--- config.mk ---
export PLATFORM = sky130hd
export DESIGN_NAME = ps2_rx_fifo
export DESIGN_NICKNAME = d
export VERILOG_FILES = /design/src/rtl/ps2_pkg.sv /design/src/rtl/ps2_sync_fifo.sv /design/src/rtl/ps2_rx_fifo.sv
export SDC_FILE = /design/constraint.sdc
export NUM_CORES = 1
export LEC_CHECK = 0
export ABC_AREA = 1
export BUFFER_PORTS_ARGS = -buffer_cell sky130_fd_sc_hd__buf_2
export CAP_MARGIN = 20
export CORE_AREA = 3 3 104 106
export DETAILED_ROUTE_END_ITERATION = 10
export DIE_AREA = 0 0 107 109
export MAX_ROUTING_LAYER = met4
export PLACE_DENSITY_LB_ADDON = 0.12
export SETUP_SLACK_MARGIN = 0.2
export SLEW_MARGIN = 0
export SYNTH_ARGS = -nofsm -noshare
export SYNTH_HDL_FRONTEND = slang
export SYNTH_SLANG_ARGS = --single-unit
--- constraint.sdc ---
create_clock -name clk -period 5.2 [get_ports clk]
set_input_delay 0.52 -clock clk [delete_from_list [all_inputs] [get_ports clk]]
set_output_delay 0.52 -clock clk [all_outputs]
set_load 0.05 [all_outputs]
--- src/rtl/ps2_pkg.sv ---
// Shared definitions for the PS/2 receive path: deframer states and frame/scan-code constants.
package ps2_pkg;

  typedef enum logic [1:0] {
    IDLE   = 2'd0,
    DATA   = 2'd1,
    PARITY = 2'd2,
    STOP   = 2'd3
  } ps2_state_t;

  localparam int unsigned PS2_FRAME_BITS = 11;
  localparam logic [7:0]  PS2_BREAK_CODE = 8'hF0;
  localparam logic [7:0]  PS2_EXT_CODE   = 8'hE0;

endpackage

--- src/rtl/ps2_sync_fifo.sv ---
// First-word fall-through byte FIFO with a sticky overflow flag cleared by the next pop.
module ps2_sync_fifo #(
  parameter int DEPTH = 8
) (
  input  logic       clk,
  input  logic       rest,
  input  logic       i_push,
  input  logic [7:0] i_data,
  input  logic       i_pop,
  output logic [7:0] o_data,
  output logic       o_ready,
  output logic       o_overflow
);

  localparam int AW = $clog2(DEPTH);

  logic [7:0]  r_mem [DEPTH];
  logic [AW:0] r_wptr;
  logic [AW:0] r_rptr;
  logic        r_overflow;

  logic w_empty;
  logic w_full;
  logic w_pop_ok;
  logic w_push_ok;

  assign w_empty   = (r_wptr == r_rptr);
  assign w_full    = (r_wptr[AW] != r_rptr[AW]) && (r_wptr[AW-1:0] == r_rptr[AW-1:0]);
  assign w_pop_ok  = i_pop && !w_empty;
  // A pop in the same cycle frees the slot, so a push into a full FIFO still lands.
  assign w_push_ok = i_push && (!w_full || w_pop_ok);

  always_ff @(posedge clk) begin
    if (rest) begin
      r_wptr     <= '0;
      r_rptr     <= '0;
      r_overflow <= 1'b0;
    end else begin
      if (w_push_ok) r_wptr <= r_wptr + 1'b1;
      if (w_pop_ok)  r_rptr <= r_rptr + 1'b1;
      if (i_push && !w_push_ok) r_overflow <= 1'b1;
      else if (w_pop_ok)        r_overflow <= 1'b0;
    end
  end

  always_ff @(posedge clk) begin
    if (w_push_ok) r_mem[r_wptr[AW-1:0]] <= i_data;
  end

  assign o_data     = w_empty ? 8'h00 : r_mem[r_rptr[AW-1:0]];
  assign o_ready    = !w_empty;
  assign o_overflow = r_overflow;

endmodule

--- src/rtl/ps2_rx_fifo.sv ---
// PS/2 device-to-host receiver: synchroniser, 11-bit deframer with odd parity check, byte FIFO.
// Optional build macro PS2_RX_TIMEOUT_EN abandons a stalled partial frame after TIMEOUT_CYCLES.
module ps2_rx_fifo
  import ps2_pkg::*;
#(
  parameter int DEPTH          = 8,
  parameter int TIMEOUT_CYCLES = 5000
) (
  input  logic       clk,
  input  logic       rest,
  input  logic       ps2_clk,
  input  logic       ps2_data,
  input  logic       nextdata_n,
  output logic [7:0] data,
  output logic       ready,
  output logic       overflow,
  output logic       frame_err
);

  logic r_clk_s1, r_clk_s2, r_clk_prev;
  logic r_dat_s1, r_dat_s2;

  ps2_state_t r_state;
  ps2_state_t w_next;
  logic [2:0] r_bitcnt;
  logic [7:0] r_shreg;
  logic       r_parity;
  logic       r_frame_err;

  logic w_fall;
  logic w_push;
  logic w_bad;
  logic w_timeout;

  always_ff @(posedge clk) begin
    if (rest) begin
      r_clk_s1   <= 1'b1;
      r_clk_s2   <= 1'b1;
      r_clk_prev <= 1'b1;
      r_dat_s1   <= 1'b1;
      r_dat_s2   <= 1'b1;
    end else begin
      r_clk_s1   <= ps2_clk;
      r_clk_s2   <= r_clk_s1;
      r_clk_prev <= r_clk_s2;
      r_dat_s1   <= ps2_data;
      r_dat_s2   <= r_dat_s1;
    end
  end

  assign w_fall = r_clk_prev & ~r_clk_s2;

`ifdef PS2_RX_TIMEOUT_EN
  localparam int TW = $clog2(TIMEOUT_CYCLES + 1);
  logic [TW-1:0] r_tmo;

  always_ff @(posedge clk) begin
    if (rest || r_state == IDLE || w_fall || w_timeout) r_tmo <= '0;
    else                                                r_tmo <= r_tmo + 1'b1;
  end

  assign w_timeout = (r_state != IDLE) && (r_tmo == TW'(TIMEOUT_CYCLES));
`else
  assign w_timeout = 1'b0;
`endif

  always_ff @(posedge clk) begin
    if (rest) begin
      r_state     <= IDLE;
      r_bitcnt    <= '0;
      r_frame_err <= 1'b0;
    end else begin
      r_state     <= w_next;
      r_frame_err <= w_bad;
      if (w_fall && r_state == IDLE) r_bitcnt <= '0;
      else if (w_fall && r_state == DATA) r_bitcnt <= r_bitcnt + 1'b1;
    end
  end

  always_ff @(posedge clk) begin
    if (w_fall && r_state == DATA)   r_shreg  <= {r_dat_s2, r_shreg[7:1]};
    if (w_fall && r_state == PARITY) r_parity <= r_dat_s2;
  end

  always_comb begin
    w_next = r_state;
    w_push = 1'b0;
    w_bad  = 1'b0;
    if (w_fall) begin
      case (r_state)
        IDLE:   if (!r_dat_s2) w_next = DATA;
        DATA:   if (r_bitcnt == 3'd7) w_next = PARITY;
        PARITY: w_next = STOP;
        STOP: begin
          w_next = IDLE;
          if (r_dat_s2 && (^{r_shreg, r_parity})) w_push = 1'b1;
          else                                    w_bad  = 1'b1;
        end
        default: w_next = IDLE;
      endcase
    end
    if (w_timeout) begin
      w_next = IDLE;
      w_push = 1'b0;
      w_bad  = 1'b1;
    end
  end

  ps2_sync_fifo #(.DEPTH(DEPTH)) u_fifo (
    .clk        (clk),
    .rest       (rest),
    .i_push     (w_push),
    .i_data     (r_shreg),
    .i_pop      (~nextdata_n),
    .o_data     (data),
    .o_ready    (ready),
    .o_overflow (overflow)
  );

  assign frame_err = r_frame_err;

endmodule

# Word level (Yosys, flattened, before mapping)
# Memories as Yosys holds them, arrays and structs flattened. A register that Yosys moved wholly into a read port is not among the register bits.
# Cells that the tools add are included.
# W data, S select, Z words.
# word_totals
memories,1
ramBits,64
register_bits,29
# op_classes
bitwise,5
mux,14
eq_ne,9
addsub,3
n_reduce_logical,18
# memory_table
name,words,width,read_ports,rd_clocked_by_memory_dff,wr,line,text
u_fifo.r_mem,8,8,1,1,1,ps2_sync_fifo.sv:17,logic [7:0] r_mem [DEPTH];
# op_table
op,n
$reduce_xor A9 Y1,1
$add A4 B1 Y4 const B,2
$logic_and A1 B1 Y1,8
$mux W1,8
$mux W8,1
$pmux W2 S4,1
$mux W3,2
$eq A2 B2 Y1 const B,2
$eq A4 B4 Y1,1
$mux W2,2
$not A1 Y1,4
$add A3 B1 Y3 const B,1
$eq A3 B3 Y1,1
$eq A3 B3 Y1 const B,1
$logic_not A1 Y1,3
$reduce_and A3 Y1,1
$reduce_or A3 Y1,1
$eq A2 B1 Y1 const B,1
$logic_not A2 Y1,1
$ne A2 B1 Y1 const B,1
$ne A2 B2 Y1 const B,1
$reduce_bool A2 Y1,1
$reduce_or A2 Y1,1
$and A1 B1 Y1,1
2 further kinds,2

# Logic depth before layout (Yosys ltp)
# depth
word_depth,9
ltp_mapped,13
mapped_depth_nobuf,13

# Hierarchy
# A second synthesis with hierarchy kept.
# hier_totals
cells_unflattened,375
hier_area_um2,4030.1
# by_module_without_submodules
module,cells_each,seq_area_each_um2,area_per_inst_um2,instances
ps2_sync_fifo,276,2162.1,3130.5,1
ps2_rx_fifo,99,490.5,899.6,1

# Least setup slack after synthesis
# OpenSTA, ideal clock, no wires.
# synth_timing
path_kind,flip-flop to output port
startpoint,reg u_fifo.r_wptr[2]
endpoint,out data[0]
stages_incl_launch_ff,7
n_path_buf,1
slack_ps,2769
t_required_ps,4680
arrival_ps,1911
path_cell_list,dfxtp_1 > buf_2 > xor2_1 > nor2_1 > nand2_2 > o21ai_0 > a31oi_1
# synth_between
elab_chain_cells,2
# synth_rtl
element,line,text
"start, declared",ps2_sync_fifo.sv:18,logic [AW:0] r_wptr;
"start signal, assigned",ps2_sync_fifo.sv:39,if (w_push_ok) r_wptr <= r_wptr + 1'b1;
$eq A4 B4 Y1,ps2_sync_fifo.sv:27,assign w_empty = (r_wptr == r_rptr);
$mux W8,ps2_sync_fifo.sv:50,assign o_data = w_empty ? 8'h00 : r_mem[r_rptr[AW-1:0]];
"end, declared",ps2_rx_fifo.sv:14,"output logic [7:0] data,"
# Every way passes these cells.

==> flow_summary_export.csv <==
group,metric,value,unit
sta,finalMaxSlewViolations,0,
global_routing,overflow,0,
synth,yosysUniqueCellTypes,30,
routing,drt-initial-drc-count,136,
routing,drtAntennaViolNets,0,
power_and_ir_drop,p_leak,1.56,nW
job,drv_cap,0,
synth,syn-num-nets,371,
synth,yosys_register_bits,96,
synth,synth_common_cells,"edfxtp_1, nor2_1, o21ai_0",
sta,tns,0,ns
clock_network,cts_tree,"yes",
worst_hold_path,worstHoldPathType,"input port to flop",
worst_setup_path,r2r_cells,7,
synth,netlist_instances,357,
worst_setup_path,path_cells,"inv_1 -> nor2_1 -> o21ai_0 -> a31oi_1 -> buf_2",
global_routing,grt_first_pass_wirelength,12300,um
clock_network,postCtsSetupRepairBufs,0,
die,die_y,109,um
worst_setup_path,crit_fanout,17,
clock_network,cts_buffer_depth,2,
worst_setup_path,critPathLaunchType,"flop",
cells_and_area,antennaDiodeCount,0,
power_and_ir_drop,p_per_area,326,mW/mm2
global_routing,antenna_found_initial,0,
die,rows,36,
worst_setup_path,r2r-start,"r_shreg[6]",
worst_setup_path,max_stage_delay,0.71,ns
clock_network,ctsHoldBuffers,0,
cells_and_area,fillers,904,
worst_setup_path,crit_path_top_delay_cell,"dfxtp_1",
global_routing,grt_usage,14.6,%
synth,yosysMostFrequentCell,"edfxtp_1",
sta,maxSlewHeadroom,31.3,%
placement,dp_hpwl,4930,um
synth,yosysSeqAreaShare,66.9,%
routing,detail_route.first_pass.iterations,4,
cells_and_area,design_area,0.00438,mm2
synth,synth_edf_count,73,
sta,fmax,344,MHz
clock_network,insertion_delay,0.35,ns
synth,synth_area_leaders,"edfxtp_1, dfxtp_1, nor2_1",
routing,routedWlPerCell,14.9,um
synth,synth-async-reset-ratio,0,%
global_routing,grt_pass1_vias,2373,
clock_network,ctsResizeCount,0,
sta,whs,0.347,ns
worst_setup_path,crit_end,"data[7]",
placement,gp_congestion,0.765,
cells_and_area,fin_util,44.4,%
worst_setup_path,required,4.68,ns
placement,port_buffers,15,
synth,syn_area,0.00397,mm2
die,start_util,40.2,%
status,status,"finished clean",
routing,viasPerCell,4.82,
clock_network,cts_made_buffers,9,
routing,num_vias,2463,
placement,dp_cells,494,
clock_network,htreeDepth,3,
die,die_area,0.0117,mm2
die,die_x,107,um
cells_and_area,synthToLayoutAreaGrowth,10.3,%
cells_and_area,fin_nets,387,
sta,worstMarginPinSlew,1.03,ns
synth,synth_flop_cell,"edfxtp_1",
worst_setup_path,reg2reg_setup_slack,2.46,ns
routing,drc,0,
global_routing,grt_start_max_net_pins,34,
clock_network,cts-root-buf,"clkbuf_8",
sta,fin_skew,0.0101,ns
worst_setup_path,timing.rr.end,"u_fifo.r_mem[1][2]",
routing,routed_wl,7610,um
cells_and_area,drive_gt1_share,14.6,%
sta,min_period,2.90,ns
clock_network,clock_sinks,96,
synth,ys_warn_count,0,
synth,synth_top_cell_by_area,"edfxtp_1",
synth,synth_top_area_share,55.3,%
cells_and_area,final_cells,511,
power_and_ir_drop,ir_worst_vdd,0.000129,V
synth,avgSynthCellArea,11.1,um2
worst_setup_path,crit_arrival,2.38,ns
worst_setup_path,endpoint_kind,"output pin",
die,core_area,0.00986,mm2
worst_setup_path,crit_type,"flop to output pin",
sta,grt_setup_unrepaired,"no",
placement,place_area,0.00417,mm2
sta,finalCritPeriodShare,55.8,%
die,ios,16,
sta,setup_viol,0,
clock_network,path_clk_slew,0.09,ns
sta,hold_viol_final,0,
[report_power, final]
part | total [W] | internal (W) | switching (W)
registers | 0.000829 | 0.000818 | 0.0000114
clock network | 0.000473 | 0.000222 | 0.000251
logic | 0.000122 | 0.0000343 | 0.0000879
[cells in the final DEF (no fill, tap or decap), types with 9 or more instances in the layout]
cell / netlist / layout
nor2_1: 66 / 66
a21oi_1: 12 / 12
inv_1: 23 / 23
nand2_1: 34 / 34
clkbuf_8: 0 / 9
edfxtp_1: 73 / 73
o21ai_0: 41 / 41
buf_2: 1 / 15
ha_1: 9 / 9
dfxtp_1: 23 / 23
[routing by layer]
layer / up-vias / GRT usage, % / wire length (um)
li1: 1267 / - / -
met1: 1148 / 18.6 / 3710
met2: 36 / 22.8 / 3600
met3: 12 / 2.19 / 176
met4: 0 / 7.40 / 121
met5: - / - / 0
[sequential cells by signal (all words and copies together) (netlist names), named ones only]
name	flops
r_dat_s1	1
r_parity	1
u_fifo.o_overflow	1
frame_err	1
u_fifo.r_rptr	4
r_clk_prev	1
r_dat_s2	1
u_fifo.r_mem	64
r_state	2
r_clk_s1	1
u_fifo.r_wptr	4
r_bitcnt	3
r_shreg	8
r_clk_s2	1
[how the worst min path moves through the flow]
stage                   from       end  slack [ns]  cells after the start
global placement    r_clk_s1  r_clk_s2        0.39                      1
finish               ps2_clk  r_clk_s1        0.35                      2
global route         ps2_clk  r_clk_s1        0.34                      2
CTS                 ps2_data  r_dat_s1        0.32                      2
floorplan           r_clk_s1  r_clk_s2        0.39                      1
detailed placement  r_dat_s1  r_dat_s2        0.40                      1
[logic make-up (layout without fill, tap and decap cells)]
logic type,count (synthesis),in the layout,synth area share [%]
fa+ha+maj,9,9,2.84
simple gates,131,131,14.7
compound gates,75,75,10.2
flops,96,96,66.9
buf+inv,38,59,3.63
xor+xnor,8,8,1.77
[stage by stage]
stage,setup slack [ns],total power (W)
floorplan,2.77,0.000938
global placement,2.42,0.000967
detailed placement,2.34,0.000968
CTS,1.95,0.00144
global route,2.09,0.00148
finish,2.30,0.00142
[critical path: cells and delay by family, from the launching register on]
family          cells  cell delay [ns]
buf+inv             2             0.76
compound gates      2             0.39
simple gates        1             0.17
flops               1             0.71
[cell type report]
cell class	count	area (um2)	area share [%]
tap	133	166	3.80
clock inverter	7	72.6	1.66
clock buffer	9	124	2.83
inverter	27	101	2.32
timing repair buffer	16	90.1	2.06
multi-input combinational	223	1170	26.7
sequential	96	2650	60.6
No activity file was read; power rests on OpenSTA's default activity.
